## src/rtl/vga_timing_pkg.sv

```systemverilog
// Shared timing definitions for the VGA sync generator: scan phases,
// the 640x480@60 default mode and the coordinate width.
package vga_timing_pkg;

  // Coordinates are 10 bits wide, so neither axis may exceed 1024 positions.
  localparam int COORD_W   = 10;
  localparam int MAX_TOTAL = 1 << COORD_W;

  // Segment of a scan line (or of a frame, for the vertical axis).
  typedef enum logic [1:0] {
    ACT  = 2'd0,
    FP   = 2'd1,
    SYNC = 2'd2,
    BP   = 2'd3
  } phase_e;

  // 640x480@60 timing with a 25 MHz pixel clock derived from 50 MHz.
  localparam int DEF_PIX_DIV  = 2;
  localparam int DEF_H_ACTIVE = 640;
  localparam int DEF_H_FP     = 16;
  localparam int DEF_H_SYNC   = 96;
  localparam int DEF_H_BP     = 48;
  localparam int DEF_V_ACTIVE = 480;
  localparam int DEF_V_FP     = 10;
  localparam int DEF_V_SYNC   = 2;
  localparam int DEF_V_BP     = 33;
  localparam bit DEF_SYNC_POL = 1'b0;

  // Number of positions along one axis.
  function automatic int axis_total(input int act_len, input int fp_len,
                                    input int sync_len, input int bp_len);
    return act_len + fp_len + sync_len + bp_len;
  endfunction

endpackage

```

## src/rtl/vga_axis_ctr.sv

```systemverilog
// One scan axis: a position counter that walks ACT -> FP -> SYNC -> BP and
// wraps, producing the matching sync level. Used once for x and once for y.
module vga_axis_ctr
  import vga_timing_pkg::*;
#(
  parameter int ACTIVE_LEN = DEF_H_ACTIVE,
  parameter int FP_LEN     = DEF_H_FP,
  parameter int SYNC_LEN   = DEF_H_SYNC,
  parameter int BP_LEN     = DEF_H_BP,
  parameter bit SYNC_POL   = DEF_SYNC_POL
) (
  input  logic               clk_i,
  input  logic               rst_i,
  input  logic               en_i,
  output logic [COORD_W-1:0] count_o,
  output phase_e             phase_o,
  output logic               wrap_o,
  output logic               sync_o
);

  localparam int TOTAL = axis_total(ACTIVE_LEN, FP_LEN, SYNC_LEN, BP_LEN);

  localparam logic [COORD_W-1:0] LAST       = COORD_W'(TOTAL - 1);
  localparam logic [COORD_W-1:0] FP_START   = COORD_W'(ACTIVE_LEN);
  localparam logic [COORD_W-1:0] SYNC_START = COORD_W'(ACTIVE_LEN + FP_LEN);
  localparam logic [COORD_W-1:0] BP_START   = COORD_W'(ACTIVE_LEN + FP_LEN + SYNC_LEN);

  logic [COORD_W-1:0] count_q, count_d;
  phase_e             phase_q, phase_d;
  logic               sync_q, sync_d;
  logic               at_last;

  assign at_last = (count_q == LAST);
  assign wrap_o  = en_i && at_last;
  assign count_o = count_q;
  assign phase_o = phase_q;
  assign sync_o  = sync_q;

  // Next position, phase and sync level; later segments are tested first so
  // a zero-length segment is skipped rather than entered.
  always_comb begin
    count_d = count_q;
    phase_d = phase_q;
    sync_d  = sync_q;
    if (en_i) begin
      if (at_last) begin
        count_d = '0;
        phase_d = ACT;
      end else begin
        count_d = count_q + 1'b1;
        if (count_d == BP_START) begin
          phase_d = BP;
        end else if (count_d == SYNC_START) begin
          phase_d = SYNC;
        end else if (count_d == FP_START) begin
          phase_d = FP;
        end
      end
      sync_d = (phase_d == SYNC) ? SYNC_POL : ~SYNC_POL;
    end
  end

  // Reset parks the axis on its last position so the first advance lands on 0.
  always_ff @(posedge clk_i or posedge rst_i) begin
    if (rst_i) begin
      count_q <= LAST;
      phase_q <= BP;
      sync_q  <= ~SYNC_POL;
    end else begin
      count_q <= count_d;
      phase_q <= phase_d;
      sync_q  <= sync_d;
    end
  end

endmodule

```

## src/rtl/vga_sync_gen.sv

```systemverilog
// VGA timing source: divides the system clock down to the pixel rate and
// drives scan position, syncs, activevideo and frame_start for drawing blocks.
// Everything changes on the px_clk falling edge and is sampled on its rise.
module vga_sync_gen
  import vga_timing_pkg::*;
#(
  parameter int PIX_DIV  = DEF_PIX_DIV,
  parameter int H_ACTIVE = DEF_H_ACTIVE,
  parameter int H_FP     = DEF_H_FP,
  parameter int H_SYNC   = DEF_H_SYNC,
  parameter int H_BP     = DEF_H_BP,
  parameter int V_ACTIVE = DEF_V_ACTIVE,
  parameter int V_FP     = DEF_V_FP,
  parameter int V_SYNC   = DEF_V_SYNC,
  parameter int V_BP     = DEF_V_BP,
  parameter bit SYNC_POL = DEF_SYNC_POL
) (
  input  logic               clk,
  input  logic               rst,
  output logic               px_clk,
  output logic               px_en,
  output logic [COORD_W-1:0] x_px,
  output logic [COORD_W-1:0] y_px,
  output logic               activevideo,
  output logic               hsync,
  output logic               vsync,
  output logic               frame_start
);

  localparam int H_TOTAL = axis_total(H_ACTIVE, H_FP, H_SYNC, H_BP);
  localparam int V_TOTAL = axis_total(V_ACTIVE, V_FP, V_SYNC, V_BP);
  localparam int DIV_W   = $clog2(PIX_DIV);

  localparam logic [DIV_W-1:0]   DIV_LAST   = DIV_W'(PIX_DIV - 1);
  localparam logic [DIV_W-1:0]   DIV_HALF   = DIV_W'(PIX_DIV / 2);
  localparam logic [COORD_W-1:0] H_LAST_ACT = COORD_W'(H_ACTIVE - 1);
  localparam logic [COORD_W-1:0] V_LAST_ACT = COORD_W'(V_ACTIVE - 1);

  if (H_TOTAL > MAX_TOTAL || V_TOTAL > MAX_TOTAL) begin : g_total_check
    $error("vga_sync_gen: H_TOTAL or V_TOTAL exceeds the 10-bit coordinate range");
  end

  if (PIX_DIV < 2 || (PIX_DIV % 2) != 0) begin : g_div_check
    $error("vga_sync_gen: PIX_DIV must be even and at least 2");
  end

  logic [DIV_W-1:0]   div_q, div_d;
  logic               px_clk_q, px_en_q, active_q, frame_start_q;
  logic               advance;
  logic               v_en;
  logic               h_wrap, v_wrap;
  logic               h_sync, v_sync;
  logic               h_act_next, v_act_next;
  logic [COORD_W-1:0] h_count, v_count;
  phase_e             h_phase, v_phase;

  // The position moves on the clk edge where the divider wraps back to 0.
  assign advance = (div_q == DIV_LAST);
  assign v_en    = advance && h_wrap;

  vga_axis_ctr #(
    .ACTIVE_LEN (H_ACTIVE),
    .FP_LEN     (H_FP),
    .SYNC_LEN   (H_SYNC),
    .BP_LEN     (H_BP),
    .SYNC_POL   (SYNC_POL)
  ) u_h_axis (
    .clk_i   (clk),
    .rst_i   (rst),
    .en_i    (advance),
    .count_o (h_count),
    .phase_o (h_phase),
    .wrap_o  (h_wrap),
    .sync_o  (h_sync)
  );

  vga_axis_ctr #(
    .ACTIVE_LEN (V_ACTIVE),
    .FP_LEN     (V_FP),
    .SYNC_LEN   (V_SYNC),
    .BP_LEN     (V_BP),
    .SYNC_POL   (SYNC_POL)
  ) u_v_axis (
    .clk_i   (clk),
    .rst_i   (rst),
    .en_i    (v_en),
    .count_o (v_count),
    .phase_o (v_phase),
    .wrap_o  (v_wrap),
    .sync_o  (v_sync)
  );

  // Divider step plus whether the next position on each axis is still visible.
  always_comb begin
    div_d      = advance ? '0 : div_q + 1'b1;
    h_act_next = h_wrap || ((h_phase == ACT) && (h_count != H_LAST_ACT));
    v_act_next = v_wrap || ((v_phase == ACT) && !(v_en && (v_count == V_LAST_ACT)));
  end

  // Pixel clock, advance strobe and position-derived flags, all registered so
  // they change together with x_px/y_px.
  always_ff @(posedge clk or posedge rst) begin
    if (rst) begin
      div_q         <= '0;
      px_clk_q      <= 1'b0;
      px_en_q       <= 1'b0;
      active_q      <= 1'b0;
      frame_start_q <= 1'b0;
    end else begin
      div_q    <= div_d;
      px_clk_q <= (div_d >= DIV_HALF);
      px_en_q  <= advance;
      if (advance) begin
        active_q      <= h_act_next && v_act_next;
        frame_start_q <= h_wrap && v_wrap;
      end
    end
  end

  assign px_clk      = px_clk_q;
  assign px_en       = px_en_q;
  assign x_px        = h_count;
  assign y_px        = v_count;
  assign activevideo = active_q;
  assign hsync       = h_sync;
  assign vsync       = v_sync;
  assign frame_start = frame_start_q;

endmodule

```

## config.mk

```make
export PLATFORM = sky130hd
export DESIGN_NAME = vga_sync_gen
export DESIGN_NICKNAME = d
export VERILOG_FILES = /design/src/rtl/vga_timing_pkg.sv /design/src/rtl/vga_axis_ctr.sv /design/src/rtl/vga_sync_gen.sv
export SDC_FILE = /design/constraint.sdc
export NUM_CORES = 1
export LEC_CHECK = 0
export CAP_MARGIN = 25
export CORE_ASPECT_RATIO = 1.25
export CORE_MARGIN = 10
export CORE_UTILIZATION = 42
export CTS_CLUSTER_DIAMETER = 200
export DETAILED_ROUTE_END_ITERATION = 8
export SLEW_MARGIN = 20
export SYNTH_ARGS = -nofsm -noshare
export SYNTH_HDL_FRONTEND = slang
export SYNTH_SLANG_ARGS = --single-unit
```

## constraint.sdc

```tcl
create_clock -name clk -period 2.9 [get_ports clk]
set_clock_uncertainty 0.05 [all_clocks]
set_input_delay 0.87 -clock clk [delete_from_list [all_inputs] [get_ports clk]]
set_output_delay 0.87 -clock clk [all_outputs]
set_load 0.01 [all_outputs]
```

==> results of run 1 <==
==> through the flow <==
step	instances	hold WS (ns)	total power (W)	cell area (um2)
final	296	0.4477	0.0007817	2328
after global routing	296	0.4598	0.0008162	2328
after detailed placement	288	0.4357	0.0004377	2237
after global placement	288	0.4309	0.0004374	2237
after CTS	296	0.4484	0.0007922	2328
after floorplan	214	0.3830	0.0004325	1947
==> final cells by class <==
type,instances,share of cell area (%)
multi-input cells,160,45.51
repair buffers,31,12.90
clock inverters,1,0.2149
inverters,9,1.451
well taps,58,3.117
clock buffers,7,3.708
flip-flops and latches,30,33.10
==> worst paths after layout <==
check	cells past startpoint	slack (ns)	from	end
worst max-delay path	6	0.42	u_h_axis.count_o[0]	u_v_axis.sync_o
worst min-delay path	1	0.45	u_h_axis.phase_o[1]	u_h_axis.phase_o[1]
worst max register to register	6	0.42	u_h_axis.count_o[0]	u_v_axis.sync_o
worst min register to register	1	0.45	u_h_axis.phase_o[1]	u_h_axis.phase_o[1]
max in group asynchronous	3	1.56	rst	u_v_axis.phase_o[0]
min in group asynchronous	3	0.92	rst	u_v_axis.count_o[6]
==> synthesized netlist by cell type, types with 2 or more instances <==
library cell,count
dfrtp_1,14
nand2_1,25
o31a_1,2
nand4_1,8
nor2b_1,3
nor2_1,11
clkbuf_1,4
nor3_1,4
or2_2,2
and3_1,4
xnor2_1,5
buf_2,9
o211ai_1,2
a21o_1,4
o41ai_1,2
o32a_1,3
nor3b_1,2
buf_6,2
ha_1,6
o2bb2ai_1,2
a21oi_1,6
or3_1,3
xor2_1,4
mux2i_1,2
o21ai_0,19
or4_1,2
nand3b_1,3
o31ai_1,6
inv_1,9
nand3_1,7
dfstp_2,16
==> layout by cell type, fill, tap and decap left out, types with 5 or more instances in the layout <==
cell             count
a21oi_1              6
clkbuf_8             6
clkdlybuf4s50_1     27
dfrtp_1             14
dfstp_2             16
ha_1                 6
inv_1                9
nand2_1             25
nand3_1              7
nand4_1              8
nor2_1              11
o21ai_0             19
o31ai_1              6
xnor2_1              5
==> sequential cells by signal (all words and copies together), names as in the netlist <==
register,flops
u_v_axis.sync_o,1
u_h_axis.phase_o,2
u_h_axis.count_o,10
activevideo,1
u_v_axis.phase_o,2
u_v_axis.count_o,10
u_h_axis.sync_o,1
frame_start,1
px_en,1
advance,1
==> per-layer routing <==
metal	vias to the layer above	global-route usage [%]
met4	0	6.214
met3	10	3.078
met5	-	0
met1	860	14.12
met2	46	23.47
li1	822	-
==> power groups by stage <==
stage          Clock [W]  Combinational, W  Sequential (W)
3_3_place_gp           0         0.0000109        0.000427
3_5_place_dp           0         0.0000112        0.000427
2_1_floorplan          0        0.00000600        0.000426
6_report        0.000352         0.0000103        0.000420
5_1_grt         0.000385         0.0000123        0.000419
4_1_cts         0.000361         0.0000112        0.000420
==> cells by family (layout without fill, tap and decap cells) <==
group / Yosys count / count (layout) / synth area share, %
multiplexers: 3 / 3 / 1.607
AND/OR/NAND/NOR: 83 / 83 / 23.71
adder cells (fa/ha/maj): 6 / 6 / 3.856
AO/OA/AOI/OAI: 59 / 59 / 21.21
buffers and inverters: 24 / 48 / 5.976
XOR/XNOR: 9 / 9 / 4.049
flip-flops: 30 / 30 / 39.59
==> results.txt, run 1 <==
Mapped Nets - 222
Post-cts sizing count - 0
Crit path kind - register to register
Post-CTS Setup Inserts - 0
Clock Sinks - 30
Synth Warn # - 0
CTS Hold Bufs - 0
Netlist cell types - 54
Largest net degree at the start of global routing - 31
Internal power - 0.0006131 W
DRT Pass-1 Iters - 4
Min Tclk post-route - 2.482 ns
ANT cells - 0
Area occupied by multi-input gates - 1060 um2
Placed wire-length estimate - 3.549 mm
Post-route setup TNS - 0 ns
Core area - 4459 um2
DRC violations left - 0
Vias in the first global route - 1646
RSZ-0062 raised after global routing - false
CTS Buffer Depth - 2
Seq pwr share - 53.7%
Crit-path max cell delay - 0.65 ns
CTS H-tree lvls - 2
Final setup violating endpoints - 0
Sequential share of the synthesized area - 39.59%
CP max stage cell - dfstp_2
IO Count - 28
Vias - 1738
Syn Area/Cell - 9.098 um2
Root Buffer - clkbuf_8
DRT iter0 DRCs - 174
Comb pwr share - 1.3%
Crit-path leading delay family - simple AND/OR/NAND/NOR gates
Final Hold Fails - 0
CP endpoint kind - register
Bufs and invs on worst path - 0
Max-cap viol count - 0
Initial Util - 43.66%
Peak supply drop - 0.1980 mV
Share of cells above drive strength 1 - 15.97%
Hold Path Class - register to register
Peak Freq - 403.0 MHz
Final WS setup - 0.4185 ns
Ys flop type - dfstp_2
Die width - 80.90 um
Finished Core Util - 52.22%
Critical path data required time - 3.06 ns
Flops & latches, synth - 30
Asr flop ratio synth - 100.0%
Initial antenna violation count - 0
WP data arrival - 2.64 ns
Vias per Instance - 5.872
Met2 WL - 2.691 mm
RD Place Congestion - 0.8863
Worst skew pair latency - 0.29 ns
Final net count - 245
Metal3 WL - 268 um
Sw Ratio - 21.57%
Syn Inst Count - 214
Worst Path Max Fanout - 12
Final wirelength - 4.954 mm
CP Cell Sequence - ha_1 > and3b_1 > nand3_1 > or3_1 > a21o_1 > o32a_1
Pre-CTS setup slack - 0.4414 ns
Row count - 27
Startpoint Class - register
Post-synth EDFFs - 0
P_sw - 0.0001686 W
I/O Buffers - 27
GRT overflow - 0
Register area - 770.7 um2
Num CTS Buffers - 5
CTS tree - built
Yosys top cell by area - dfstp_2
First-pass GRT wire length - 8.093 mm
DIE HEIGHT - 96.12 um
Synth area leaders - dfstp_2, dfrtp_1, o21ai_0
Max-slew violation count - 0
Status - completed
Final period util - 85.57%
Yosys top cell area share - 21.59%
Die area - 7776 um2
Drt wl/cell - 16.74 um
M1 WL - 1.913 mm
Pwr/cell area - 335.7 nW/um2
Fill cells - 424
GRT Util Overall - 13.10%
Post-Syn Area - 1947 um2
Remaining antenna violation count after routing - 0
Area Growth Syn to Fin - 19.60%
Clock share of power - 45.0%
Slew @ Worst Pin - 0.5303 ns
Slew headroom - 64.52%
Worst-path clk slew - 0.07 ns
Leakage power - 0.8710 nW
Top layer in use - met4
Note: power is estimated with default switching activity, not from simulation.
==> run 2: changes to the inputs <==
--- a/config.mk
+++ b/config.mk
@@ -7,7 +7,6 @@
 export LEC_CHECK = 0
 export CAP_MARGIN = 25
 export CORE_ASPECT_RATIO = 1.25
-export CORE_MARGIN = 10
 export CORE_UTILIZATION = 42
 export CTS_CLUSTER_DIAMETER = 200
 export DETAILED_ROUTE_END_ITERATION = 8
==> run 2 against run 1 <==
  * Combinational power about the same
  * First-iteration DRC count down 16%
  * Largest power group is now the clock network
  * Via count down 0.17%
  * Clock power up 20%
  * Critical path depth unchanged
  * Cell area up 1.1%
  * Sequential share of layout area down 0.35 points
  * Maximum frequency down 3.8%
==> results.txt, run 2 (synthesis gave the netlist of run 1 again) <==
WP data arrival - 2.74 ns
Critical path data required time - 3.06 ns
Row count - 27
Leakage power - 0.8861 nW
Drt wl/cell - 16.08 um
Initial Util - 43.99%
Pwr/cell area - 361.6 nW/um2
Clock Sinks - 30
Slew headroom - 70.08%
GRT Util Overall - 21.45%
Area Growth Syn to Fin - 20.89%
Final Hold Fails - 0
Internal power - 0.0006744 W
Commonest non-fill, non-tap cells in the layout - clkdlybuf4s50_1, nand2_1, o21ai_0
Vias per Instance - 5.842
Finished Layout Cells - 297
Post-route setup TNS - 0 ns
DRT iter0 DRCs - 146
Crit path kind - register to register
Commonest non-fill, non-tap cell in the layout - clkdlybuf4s50_1
Seq pwr share - 49.3%
CP endpoint kind - register
DRC violations left - 0
Die area - 4913 um2
Final period util - 88.99%
CP max stage cell - dfstp_2
First-pass GRT wire length - 8.286 mm
Hold Path Class - register to register
Worst Path Max Fanout - 12
Core area - 4425 um2
CTS Hold Bufs - 0
RD Place Congestion - 0.8808
DRT Pass-1 Iters - 4
Worst skew pair latency - 0.28 ns
Final instance area - 2354 um2
Slew @ Worst Pin - 0.4472 ns
P_sw - 0.0001766 W
Remaining antenna violation count after routing - 0
Post-CTS Setup Inserts - 0
Peak Freq - 387.5 MHz
Max-cap viol count - 0
Startpoint Class - register
Num CTS Buffers - 5
Post-cts sizing count - 0
GRT overflow - 0
CTS H-tree lvls - 2
Die width - 62.90 um
Final wirelength - 4.776 mm
R2r setup slk - 0.32 ns
RSZ-0062 raised after global routing - false
Comb pwr share - 1.2%
Largest net degree at the start of global routing - 31
Sw Ratio - 20.75%
Min Tclk post-route - 2.581 ns
Initial antenna violation count - 0
Finished Core Util - 53.18%
Worst-path clk slew - 0.07 ns
Final net count - 246
ANT cells - 0
Placed insts - 289
Final WS setup - 0.3194 ns
I/O Buffers - 27
CTS tree - built
IO Count - 28
Clock share of power - 49.5%
DIE HEIGHT - 78.12 um
Status - completed
Vias - 1735
Root Buffer - clkbuf_8
Dpl cell area - 2245 um2
Crit-path max cell delay - 0.65 ns
Vias in the first global route - 1771
Final setup violating endpoints - 0
Max-slew violation count - 0
CP Cell Sequence - ha_1 > and3b_1 > nand3_1 > or3_1 > a21o_1 > o32a_1
CTS Buffer Depth - 2
Peak supply drop - 0.2928 mV
Placed wire-length estimate - 3.381 mm
Fill cells - 428
Pre-CTS setup slack - 0.3494 ns
Share of cells above drive strength 1 - 16.74%
run 2: path summary, 6_finish.rpt:
| kind | start | endpoint | depth (start not counted) |
|---|---|---|---|
| worst max-delay path | u_h_axis.count_o[0] | u_v_axis.sync_o | 6 |
| worst min-delay path | u_h_axis.phase_o[1] | u_h_axis.phase_o[1] | 1 |
| worst max register to register | u_h_axis.count_o[0] | u_v_axis.sync_o | 6 |
| worst min register to register | u_h_axis.phase_o[1] | u_h_axis.phase_o[1] | 1 |
| max in group asynchronous | rst | u_v_axis.count_o[9] | 3 |
| min in group asynchronous | rst | frame_start | 3 |
run 2: stage by stage:
step / hold slack, ns / total power (W)
floorplan: 0.3830 / 0.0004325
global placement: 0.4316 / 0.0004374
detailed placement: 0.4372 / 0.0004377
CTS: 0.4474 / 0.0008623
global route: 0.4660 / 0.0008793
finish: 0.4495 / 0.0008510
run 2: power groups by stage:
stage          registers, W   logic [W]  clock network, W
6_report           0.000419   0.0000104          0.000421
5_1_grt            0.000419   0.0000124          0.000448
4_1_cts            0.000419   0.0000112          0.000432
3_5_place_dp       0.000427   0.0000112                 0
3_3_place_gp       0.000427   0.0000109                 0
2_1_floorplan      0.000426  0.00000600                 0
run 2: layout make-up:
cell class | instances | area (um2) | area share [%]
clock inverter | 3 | 40.04 | 1.701
inverter | 9 | 33.78 | 1.435
timing repair buffer | 32 | 307.8 | 13.08
clock buffer | 5 | 68.82 | 2.924
multi-input combinational | 160 | 1060 | 45.03
sequential | 30 | 770.7 | 32.75
tap | 58 | 72.57 | 3.083
run 2: critical path, delay by kind of cell (launching register included):
kind	cells	cell delay (ns)
and+or+nand+nor	3	0.94
DFF	1	0.65
adders and majority gates	1	0.32
AOI/OAI and AO/OA	2	0.56
run 2: per-layer routing:
layer  global-route usage (%)  vias up  part of all wire (%)  routed length, um
met5                        0        -                     0                  0
met4                    10.70        0                   2.6                125
met3                    2.907       12                   2.7                129
met2                    36.13       51                    52               2473
met1                    26.61      846                    43               2047
li1                         -      826                     -                  -
